===== src/rtl/operand2_shifter_pipe.sv =====
// ---------------------------------------------------------------------------
// operand2_shifter_pipe
//
// Pipelined ARM operand-2 barrel shifter, placed between register read and
// the ALU. It handles three operand-2 sources (immediate-amount shift,
// register-amount shift with full 8-bit amount semantics, rotated 8-bit
// immediate) plus a plain pass-through mode. Both sides use valid/ready
// handshakes, and a sideband tag travels alongside each result.
//
// Optional build macro: SHIFTER_MID_REG_EN
//   undefined : one register stage, 1-cycle latency
//   defined   : amount decode and shift network are split by a register
//               stage, giving 2-cycle latency. Throughput and results are
//               the same in both builds.
//
// Ports:
//   in_Clk, in_Reset           clock (rising edge), async active-high reset
//   in_Valid / out_Ready       upstream handshake
//   in_Mode                    00 imm-shift, 01 reg-shift, 10 imm-rotate,
//                              11 pass-through
//   in_Shift_type              00 LSL, 01 LSR, 10 ASR, 11 ROR
//   in_Reg_val                 value to shift
//   in_Shift_imm               immediate shift amount (AW bits)
//   in_Shift_reg               register shift amount (bottom byte of Rs)
//   in_Imm8, in_Rotate         8-bit immediate, rotated right by 2*in_Rotate
//   in_C_flag                  current carry flag
//   in_Tag                     sideband tag, passed through unchanged
//   out_Valid / in_Ready       downstream handshake
//   out_Op2, out_Carry, out_Tag  result, shifter carry-out, matching tag
// ---------------------------------------------------------------------------
module operand2_shifter_pipe #(
    parameter int WIDTH = 32,
    parameter int TAG_W = 4
) (
    input  logic                       in_Clk,
    input  logic                       in_Reset,
    input  logic                       in_Valid,
    output logic                       out_Ready,
    input  logic [1:0]                 in_Mode,
    input  logic [1:0]                 in_Shift_type,
    input  logic [WIDTH-1:0]           in_Reg_val,
    input  logic [$clog2(WIDTH)-1:0]   in_Shift_imm,
    input  logic [7:0]                 in_Shift_reg,
    input  logic [7:0]                 in_Imm8,
    input  logic [3:0]                 in_Rotate,
    input  logic                       in_C_flag,
    input  logic [TAG_W-1:0]           in_Tag,
    output logic                       out_Valid,
    input  logic                       in_Ready,
    output logic [WIDTH-1:0]           out_Op2,
    output logic                       out_Carry,
    output logic [TAG_W-1:0]           out_Tag
);

    localparam int AW = $clog2(WIDTH);
    localparam logic [8:0] W9 = 9'(WIDTH);

    localparam logic [1:0] T_LSL = 2'b00;
    localparam logic [1:0] T_LSR = 2'b01;
    localparam logic [1:0] T_ASR = 2'b10;
    localparam logic [1:0] T_ROR = 2'b11;

    localparam logic [1:0] M_IMM_SHIFT = 2'b00;
    localparam logic [1:0] M_REG_SHIFT = 2'b01;
    localparam logic [1:0] M_IMM_ROT   = 2'b10;

    // The decode step reduces every mode/type/amount combination to one of
    // these primitive operations. Amounts carried with LSL/LSR/ASR/ROR are
    // always already inside 0..WIDTH-1, so the shift network never has to
    // deal with out-of-range amounts.
    typedef enum logic [2:0] {
        OP_PASS,    // result = value, carry = cbit
        OP_LSL,     // logical left by amt, carry = last bit out
        OP_LSR,     // logical right by amt, carry = last bit out
        OP_ASR,     // arithmetic right by amt, carry = last bit out
        OP_ROR,     // rotate right by amt, carry = result msb
        OP_RRX,     // rotate right through carry, cbit enters at msb
        OP_ZERO,    // result = 0, carry = cbit
        OP_FILL     // result = all sign bits, carry = sign bit
    } op_t;

    op_t              dec_op;
    logic [WIDTH-1:0] dec_value;
    logic [AW-1:0]    dec_amt;
    logic             dec_cbit;
    logic [8:0]       n_full;
    logic             use_rules;
    logic [5:0]       rot2;

    op_t              net_op;
    logic [WIDTH-1:0] net_value;
    logic [AW-1:0]    net_amt;
    logic             net_cbit;
    logic [WIDTH-1:0] net_res;
    logic             net_carry;
    logic [WIDTH:0]   wide;
    logic [2*WIDTH-1:0] dbl;

    // The rotate field counts in steps of two; since WIDTH is a power of two
    // the "mod WIDTH" is just the low AW bits.
    assign rot2 = {1'b0, in_Rotate, 1'b0};

    // Amount decode and special-case selection. Immediate #0 encodings are
    // first mapped to their real meaning (LSR/ASR #0 mean #WIDTH, ROR #0 is
    // RRX), then immediate and register amounts share the same rules with the
    // full 9-bit amount compared against WIDTH.
    always_comb begin
        dec_op    = OP_PASS;
        dec_value = in_Reg_val;
        dec_amt   = '0;
        dec_cbit  = in_C_flag;
        n_full    = '0;
        use_rules = 1'b0;

        case (in_Mode)
            M_IMM_SHIFT: begin
                if (in_Shift_imm == '0) begin
                    case (in_Shift_type)
                        T_LSR, T_ASR: begin
                            n_full    = W9;
                            use_rules = 1'b1;
                        end
                        T_ROR: begin
                            dec_op = OP_RRX;
                        end
                        default: ;
                    endcase
                end else begin
                    n_full    = 9'(in_Shift_imm);
                    use_rules = 1'b1;
                end
            end
            M_REG_SHIFT: begin
                n_full    = {1'b0, in_Shift_reg};
                use_rules = 1'b1;
            end
            M_IMM_ROT: begin
                dec_value = WIDTH'(in_Imm8);
                if (in_Rotate != 4'd0) begin
                    dec_op  = OP_ROR;
                    dec_amt = rot2[AW-1:0];
                end
            end
            default: ;
        endcase

        if (use_rules && (n_full != 9'd0)) begin
            case (in_Shift_type)
                T_LSL: begin
                    if (n_full < W9) begin
                        dec_op  = OP_LSL;
                        dec_amt = n_full[AW-1:0];
                    end else begin
                        dec_op   = OP_ZERO;
                        dec_cbit = (n_full == W9) ? in_Reg_val[0] : 1'b0;
                    end
                end
                T_LSR: begin
                    if (n_full < W9) begin
                        dec_op  = OP_LSR;
                        dec_amt = n_full[AW-1:0];
                    end else begin
                        dec_op   = OP_ZERO;
                        dec_cbit = (n_full == W9) ? in_Reg_val[WIDTH-1] : 1'b0;
                    end
                end
                T_ASR: begin
                    if (n_full < W9) begin
                        dec_op  = OP_ASR;
                        dec_amt = n_full[AW-1:0];
                    end else begin
                        dec_op = OP_FILL;
                    end
                end
                default: begin
                    // Rotating by a multiple of WIDTH leaves the value alone
                    // but still reports the msb as carry.
                    if (n_full[AW-1:0] == '0) begin
                        dec_op   = OP_PASS;
                        dec_cbit = in_Reg_val[WIDTH-1];
                    end else begin
                        dec_op  = OP_ROR;
                        dec_amt = n_full[AW-1:0];
                    end
                end
            endcase
        end
    end

    // Shift network. The extra bit in 'wide' catches the last bit shifted out,
    // which is exactly the ARM carry for in-range LSL/LSR/ASR. Rotation uses a
    // doubled copy of the value so an amount of zero needs no special case.
    always_comb begin
        net_res   = net_value;
        net_carry = net_cbit;
        wide      = '0;
        dbl       = '0;
        case (net_op)
            OP_LSL: begin
                wide      = {1'b0, net_value} << net_amt;
                net_res   = wide[WIDTH-1:0];
                net_carry = wide[WIDTH];
            end
            OP_LSR: begin
                wide      = {net_value, 1'b0} >> net_amt;
                net_res   = wide[WIDTH:1];
                net_carry = wide[0];
            end
            OP_ASR: begin
                wide      = $signed({net_value, 1'b0}) >>> net_amt;
                net_res   = wide[WIDTH:1];
                net_carry = wide[0];
            end
            OP_ROR: begin
                dbl       = {net_value, net_value} >> net_amt;
                net_res   = dbl[WIDTH-1:0];
                net_carry = dbl[WIDTH-1];
            end
            OP_RRX: begin
                net_res   = {net_cbit, net_value[WIDTH-1:1]};
                net_carry = net_value[0];
            end
            OP_ZERO: begin
                net_res   = '0;
                net_carry = net_cbit;
            end
            OP_FILL: begin
                net_res   = {WIDTH{net_value[WIDTH-1]}};
                net_carry = net_value[WIDTH-1];
            end
            default: ;
        endcase
    end

`ifdef SHIFTER_MID_REG_EN

    logic             s1_valid;
    op_t              s1_op;
    logic [WIDTH-1:0] s1_value;
    logic [AW-1:0]    s1_amt;
    logic             s1_cbit;
    logic [TAG_W-1:0] s1_tag;
    logic             s2_ready;

    // Each stage can take new data when it is empty or its contents are
    // leaving this cycle.
    assign s2_ready  = !out_Valid || in_Ready;
    assign out_Ready = !s1_valid || s2_ready;

    assign net_op    = s1_op;
    assign net_value = s1_value;
    assign net_amt   = s1_amt;
    assign net_cbit  = s1_cbit;

    // Stage 1 holds the decoded operation until the output stage frees up.
    always_ff @(posedge in_Clk or posedge in_Reset) begin
        if (in_Reset) begin
            s1_valid <= 1'b0;
            s1_op    <= OP_PASS;
            s1_value <= '0;
            s1_amt   <= '0;
            s1_cbit  <= 1'b0;
            s1_tag   <= '0;
        end else if (in_Valid && out_Ready) begin
            s1_valid <= 1'b1;
            s1_op    <= dec_op;
            s1_value <= dec_value;
            s1_amt   <= dec_amt;
            s1_cbit  <= dec_cbit;
            s1_tag   <= in_Tag;
        end else if (s2_ready) begin
            s1_valid <= 1'b0;
        end
    end

    // Output stage: takes the shifted result whenever it is free to move;
    // while stalled the outputs hold their value.
    always_ff @(posedge in_Clk or posedge in_Reset) begin
        if (in_Reset) begin
            out_Valid <= 1'b0;
            out_Op2   <= '0;
            out_Carry <= 1'b0;
            out_Tag   <= '0;
        end else if (s2_ready) begin
            out_Valid <= s1_valid;
            if (s1_valid) begin
                out_Op2   <= net_res;
                out_Carry <= net_carry;
                out_Tag   <= s1_tag;
            end
        end
    end

`else

    assign out_Ready = !out_Valid || in_Ready;

    assign net_op    = dec_op;
    assign net_value = dec_value;
    assign net_amt   = dec_amt;
    assign net_cbit  = dec_cbit;

    // Single output stage: load on accept, drop valid once the result has
    // been taken and nothing new arrives; hold everything while stalled.
    always_ff @(posedge in_Clk or posedge in_Reset) begin
        if (in_Reset) begin
            out_Valid <= 1'b0;
            out_Op2   <= '0;
            out_Carry <= 1'b0;
            out_Tag   <= '0;
        end else if (in_Valid && out_Ready) begin
            out_Valid <= 1'b1;
            out_Op2   <= net_res;
            out_Carry <= net_carry;
            out_Tag   <= in_Tag;
        end else if (in_Ready) begin
            out_Valid <= 1'b0;
        end
    end

`endif

endmodule


===== config.mk =====
export PLATFORM = sky130hd
export DESIGN_NAME = operand2_shifter_pipe
export DESIGN_NICKNAME = d
export VERILOG_FILES = /design/src/rtl/operand2_shifter_pipe.sv
export SDC_FILE = /design/constraint.sdc
export NUM_CORES = 1
export LEC_CHECK = 0
export CORE_UTILIZATION = 30
export DETAILED_ROUTE_END_ITERATION = 8
export PLACE_DENSITY_LB_ADDON = 0.3
export SETUP_SLACK_MARGIN = 0.1
export SYNTH_ARGS = -nofsm -noshare
export SYNTH_HDL_FRONTEND = slang
export SYNTH_SLANG_ARGS = --single-unit

===== constraint.sdc =====
create_clock -name in_Clk -period 5.9 [get_ports in_Clk]
set_input_delay 0.59 -clock in_Clk [delete_from_list [all_inputs] [get_ports in_Clk]]
set_output_delay 0.59 -clock in_Clk [all_outputs]
set_load 0.03 [all_outputs]

==> summary.md, run 1 <==
| Metric | Value |
|---|---|
| Clock sink count | `38` |
| Layout Nets | `1338` |
| Clock latency on the worst-skew pair | `300 ps` |
| CTS max path bufs | `2` |
| Critical path required time | `6030 ps` |
| Initial drt markers | `1615` |
| Crit-path cells | `clkdlybuf4s50_1 -> nor2b_2 -> and2_0 -> nor2_4 -> buf_4 -> buf_4 -> o311a_1 -> a221oi_1 -> o22ai_1 -> nor3_1 -> a311oi_1` |
| Postcts setup bufs | `0` |
| CTS clk-pin slew, worst paths | `60 ps` |
| Vias in the first global route | `10.7k` |
| Io pins | `109` |
| CTS Hold Buffers Added | `0` |
| IO buf count | `108` |
| Diodes inserted | `0` |
| Finished Cell Area | `0.0101 sq mm` |
| Register area share after synthesis | `11.7%` |
| Hold Path Origin | `out_Tag[0]$_DFFE_PP0P_` |
| Multi-input logic area | `0.00671 sq mm` |
| Most common cell on crit path | `buf_4` |
| Post-CTS Resized | `0` |
| CP endpoint kind | `flip-flop` |
| Critical path's slowest cell | `and2_0` |
| Crit Path Max Fanout | `26` |
| Synthesized flop and latch total | `38` |
| Final Setup Violations | `0` |
| CTS tree | `yes` |
| Final GP Congestion | `1.08` |
| Largest net degree at the start of global routing | `50` |
| PD cells | `225 mW/mm^2` |
| Synth warn | `0` |
| TritonCTS Buffers | `5` |
| DR vias/cell | `7.09` |
| Final wirelength | `58500 um` |
| Syn nets | `1231` |
| Initial DRT Pass Iterations | `6` |
| Die ar. | `0.0278 sq mm` |
| Layout area overhead | `24.2%` |
| Worst Reg-to-Reg Cells | `8` |
| Leakage power | `3.93 nW` |
| Final setup TNS | `0 ps` |
| Kind of critical path | `input port to flip-flop` |
| First-pass GRT wire length | `82600 um` |
| Final ANT Viol Nets | `0` |
| RSZ-0062 raised after global routing | `false` |
| CORE AREA | `0.0264 sq mm` |
| Async SR Flop Fraction | `100%` |
| F_max | `0.198 GHz` |
| Slew HR | `19.1%` |
| Register area | `951 sq um` |
| Final worst-path cycle share | `85.5%` |
| Hold/Removal Path Class | `flip-flop to flip-flop` |
| Most common cell after layout, fill and taps aside | `nand2_1` |
| Fin util | `38.3%` |
| Chip width | `167 um` |
| CP Buf/Inv Count | `3` |
| Slew Viols, Final | `0` |
| Top_reg_cell synth | `dfrtp_1` |
| Final worst path period need | `5040 ps` |
| Reg2Reg Setup Slack | `3110 ps` |
| Dpl hpwl | `46200 um` |
| Final Hold Fails | `0` |
| Mapped Area | `0.00813 sq mm` |
| Run status | `complete, no violations` |
| Power Total | `2.28 mW` |
| Share of layout cells above drive strength 1 | `14.7%` |
| Hold Path Cell Cnt | `2` |
| Final WS setup | `855 ps` |
| Post-synth cell types | `87` |
| DR WL/cell | `36.6 um` |
| DP Worst Slack | `699 ps` |
| Die height | `167 um` |
| Htree depth | `2` |
| Worst ir drop on vdd | `0.000139 V` |
| Clock skew | `9.83 ps` |
| CP delay by family, top | `simple AND/OR/NAND/NOR gates` |
| Total track usage | `41.4%` |
| Initial core utilization | `30.9%` |
| Vias | `11.3k` |
| Row cnt | `59` |
| Syn Inst Count | `1156` |
| RR Startpoint | `out_Valid$_DFFE_PP0P_` |
| Filler cells | `2857` |
| CP max stage delay | `960 ps` |
| Number of synthesized flops with an enable pin | `0` |
| Worst Max-Slew Pin Slew | `1210 ps` |
| Setup crit start kind | `input port` |
| Worst R2R End | `out_Op2[28]$_DFFE_PP0P_` |
| Hold endpoint | `out_Tag[0]$_DFFE_PP0P_` |
| DRC | `0` |
| Crit path arrival time | `5170 ps` |
| Initial antenna violation count | `1` |
| Clock root cell | `clkbuf_16` |
| Post-DP Area | `0.00995 sq mm` |
| Max-cap violations | `0` |
| Post-synthesis average cell area | `7.04 sq um` |
| Commonest non-fill, non-tap cells in the layout | `nand2_1 (140), nor2_1 (139), clkdlybuf4s50_1 (108)` |
| Total gr overflow | `0` |
-- synthesized netlist by cell type, types with 6 or more instances --
master	instances	area, sq um
a211o_1	9	78.8
a211oi_1	35	263
a21o_1	8	60.1
a21oi_1	77	385
a221o_1	11	110
a221oi_1	19	166
a22oi_1	14	105
a2bb2oi_1	7	61.3
a311oi_1	9	78.8
a31oi_1	20	125
a32oi_1	6	52.6
and2_1	10	62.6
and3_1	8	50.1
buf_1	7	26.3
buf_2	40	200
buf_4	10	75.1
clkbuf_1	47	176
dfrtp_1	38	951
inv_1	9	33.8
mux2_2	39	439
mux2i_1	93	931
nand2_1	140	526
nand2b_1	9	56.3
nand3_1	29	145
nand4_1	6	37.5
nor2_1	141	529
nor3_1	31	155
nor4_1	8	50.1
o211ai_1	22	165
o21a_1	7	52.6
o21ai_0	60	300
o221ai_1	10	87.6
o22ai_1	37	231
o31a_1	6	52.6
o32a_1	6	60.1
o32ai_1	10	87.6
or3_1	9	56.3
-- metal layers --
metal / routed length (um) / track usage, % / vias up
met5: 11 / 0 / -
met1: 23900 / 55.0 / 5533
met4: 3580 / 21.2 / 2
li1: - / - / 4722
met3: 6290 / 9.51 / 190
met2: 24700 / 62.4 / 885
-- power by group --
group	switching, mW	total, mW	internal [mW]
registers	0.0546	0.375	0.321
clock network	0.135	0.304	0.168
logic	1.06	1.60	0.540
total	1.25	2.28	1.03
-- flip-flops by register name, summed over array words and instances (netlist names) --
name	cells
out_Op2	32
out_Tag	4
out_Carry	1
out_Valid	1
-- layout make-up --
type                       count  share of cell area, %
inverter                       9                  0.334
tap                          335                   4.15
multi-input combinational   1003                   66.4
clock buffer                   6                   1.37
timing repair buffer         206                   18.2
sequential                    38                   9.41
clock inverter                 2                  0.124
-- metrics by stage --
step,std cells,hold WS [ps]
3_3_place_gp,1591,459
2_1_floorplan,1156,650
4_1_cts,1599,485
6_report,1599,482
3_5_place_dp,1591,469
5_1_grt,1599,511
-- cells by family after synthesis --
group	share of synthesized area [%]
flip-flops	11.7
AND/OR/NAND/NOR	23.9
multiplexers	18.0
buffers and inverters	6.57
AO/OA/AOI/OAI	39.1
adder cells (fa/ha/maj)	0.769
-- worst reg2reg max path: cells and delay by family, from the launching register on --
kind,cells,cell delay (ps)
compound gates,2,510
flops,1,400
simple gates,5,1490
buf+inv,1,230
-- worst max path at each step --
stage                startpoint                 endpoint  slack [ps]  depth (start not counted)
6_report             in_Mode[1]  out_Op2[28]$_DFFE_PP0P_         860                         11
5_1_grt        in_Shift_type[1]  out_Op2[28]$_DFFE_PP0P_         750                         12
4_1_cts              in_Mode[1]  out_Op2[28]$_DFFE_PP0P_         990                         11
3_5_place_dp         in_Mode[1]  out_Op2[28]$_DFFE_PP0P_         700                         11
3_3_place_gp         in_Mode[1]  out_Op2[30]$_DFFE_PP0P_         620                         10
2_1_floorplan  in_Shift_type[0]   out_Op2[4]$_DFFE_PP0P_        2580                         12
(Power assumes the default switching activity.)
==> inputs of run 2 (changes only) <==
- DONT_BUFFER_PORTS: default -> 1
- SLEW_MARGIN: default -> 20
==> run 2 against run 1 <==
  * Register-to-register slack worse by 670 ps
  * Non-clock buffer count down 150
  * Critical path type unchanged
  * Combinational power down 25%
  * Worst hold slack worse by 170 ps
  * Final cell count down 9.3%
  * Clock-buffer cell count down 1
  * Largest power group unchanged
  * Sequential share of layout area up 1.5 points
  * First-iteration DRC count down 10%
==> summary.md, run 2 (synthesis gave the netlist of run 1 again) <==
| Metric | Value |
|---|---|
| Final worst path period need | `4670 ps` |
| Die ar. | `0.0278 sq mm` |
| Final wirelength | `54900 um` |
| F_max | `0.214 GHz` |
| Initial core utilization | `30.9%` |
| CTS Hold Buffers Added | `0` |
| IO buf count | `0` |
| Clock root cell | `clkbuf_16` |
| Leakage power | `3.31 nW` |
| TritonCTS Buffers | `5` |
| Largest net degree at the start of global routing | `50` |
| Layout Nets | `1188` |
| Final Hold Fails | `0` |
| Io pins | `109` |
| DR vias/cell | `7.39` |
| Layout area overhead | `7.37%` |
| Vias | `10.7k` |
| Max-cap violations | `0` |
| Clock skew | `15.8 ps` |
| Vias in the first global route | `10.4k` |
| Combinational Power Share | `59.1%` |
| Final worst-path cycle share | `79.1%` |
| Power Total | `2.04 mW` |
| Sequential power share | `24.6%` |
| Initial drt markers | `1452` |
| Post-CTS Resized | `0` |
| CTS clk-pin slew, worst paths | `80 ps` |
| Final Setup Violations | `0` |
| Worst Max-Slew Pin Slew | `1250 ps` |
| Clock latency on the worst-skew pair | `300 ps` |
| Number of flip-flops in the largest register | `32` |
| Filler cells | `2849` |
| Crit path arrival time | `4810 ps` |
| RSZ-0062 raised after global routing | `false` |
| Run status | `complete, no violations` |
| Sw Ratio | `56.6%` |
| Chip width | `167 um` |
| CP endpoint kind | `flip-flop` |
| Register area | `951 sq um` |
| Clock sink count | `38` |
| CTS tree | `yes` |
| DR WL/cell | `37.8 um` |
| Share of layout cells above drive strength 1 | `13.2%` |
| Slew Viols, Final | `0` |
| Hold/Removal Path Class | `input port to asynchronous set/reset pin` |
| Row cnt | `59` |
| Worst ir drop on vdd | `0.000149 V` |
| Final ANT Viol Nets | `0` |
| Kind of critical path | `input port to flip-flop` |
| DRC | `0` |
| Postcts setup bufs | `0` |
| Commonest non-fill, non-tap cells in the layout | `nand2_1 (140), nor2_1 (139), mux2i_1 (92)` |
| P_int | `884 uW` |
| Clock power share | `16.3%` |
| Largest regs | `out_Op2 x32, out_Tag x4` |
| First-pass GRT wire length | `77500 um` |
| Switching power | `1.15 mW` |
| Dpl hpwl | `42500 um` |
| CORE AREA | `0.0264 sq mm` |
| Die height | `167 um` |
| Critical path required time | `6040 ps` |
| Final setup TNS | `0 ps` |
| PD cells | `233 mW/mm^2` |
| Initial antenna violation count | `2` |
| Final GP Congestion | `1.07` |
| Initial DRT Pass Iterations | `8` |
| CTS max path bufs | `2` |
| Slew HR | `16.3%` |
| Htree depth | `2` |
| Multi-input logic area | `0.00672 sq mm` |
| Total track usage | `38.6%` |
| Top reg by flops | `out_Op2` |
| Total gr overflow | `0` |
| Setup crit start kind | `input port` |
| Most common cell after layout, fill and taps aside | `nand2_1` |
| Crit Path Max Fanout | `14` |
## run 2: worst paths after layout
kind | cells after the start | endpoint | slack (ps) | start
max | 10 | out_Op2[31]$_DFFE_PP0P_ | 1230 | in_Shift_type[0]
min | 2 | out_Op2[31]$_DFFE_PP0P_ | 310 | in_Reset
max reg2reg | 9 | out_Op2[16]$_DFFE_PP0P_ | 2440 | out_Valid$_DFFE_PP0P_
min reg2reg | 2 | out_Tag[1]$_DFFE_PP0P_ | 670 | out_Tag[1]$_DFFE_PP0P_
max in group asynchronous | 2 | out_Tag[2]$_DFFE_PP0P_ | 5180 | in_Reset
min in group in_Clk | 2 | out_Tag[0]$_DFFE_PP0P_ | 400 | in_Tag[0]
## run 2: through the flow
stage	area, sq um	setup slack [ps]	cells	utilization [%]	hold WS [ps]
after global routing	8730	1220	1449	33.1	370
after detailed placement	8560	1160	1441	32.5	662
after global placement	8560	1130	1441	32.5	654
after floorplan	8130	2580	1156	-	650
final	8730	1230	1450	33.1	314
after CTS	8730	1470	1449	33.1	343
## run 2: layer usage
| metal | wire (um) | up-vias | global-route usage, % |
|---|---|---|---|
| met3 | 6270 | 238 | 10.6 |
| met1 | 21100 | 5220 | 47.9 |
| li1 | - | 4396 | - |
| met2 | 23000 | 849 | 57.5 |
| met5 | 45 | - | 0 |
| met4 | 4460 | 6 | 27.2 |
## run 2: power groups by stage
stage                     Combinational [mW]  Sequential (mW)  Clock [mW]
final                                   1.20            0.501       0.333
after global routing                    1.23            0.507       0.342
after CTS                               1.14            0.503       0.332
after detailed placement                1.14            0.507           0
after global placement                  1.17            0.508           0
after floorplan                        0.718            0.478           0
## run 2: layout make-up
type / count / area share (%)
Multi-Input combinational cell: 1003 / 77.0
Sequential cell: 38 / 10.9
Timing Repair Buffer: 56 / 4.96
Tap cell: 335 / 4.80
Clock buffer: 5 / 1.43
Clock inverter: 3 / 0.516
Inverter: 9 / 0.387
Antenna cell: 1 / 0.0287
## run 2: worst max-delay path: stages
cell	delay, ps
ha_1	510
nor3b_1	190
a211oi_4	790
mux2i_1	440
buf_4	280
a221oi_2	570
mux2i_1	270
a221o_1	490
nor4_1	540
a311oi_1	120
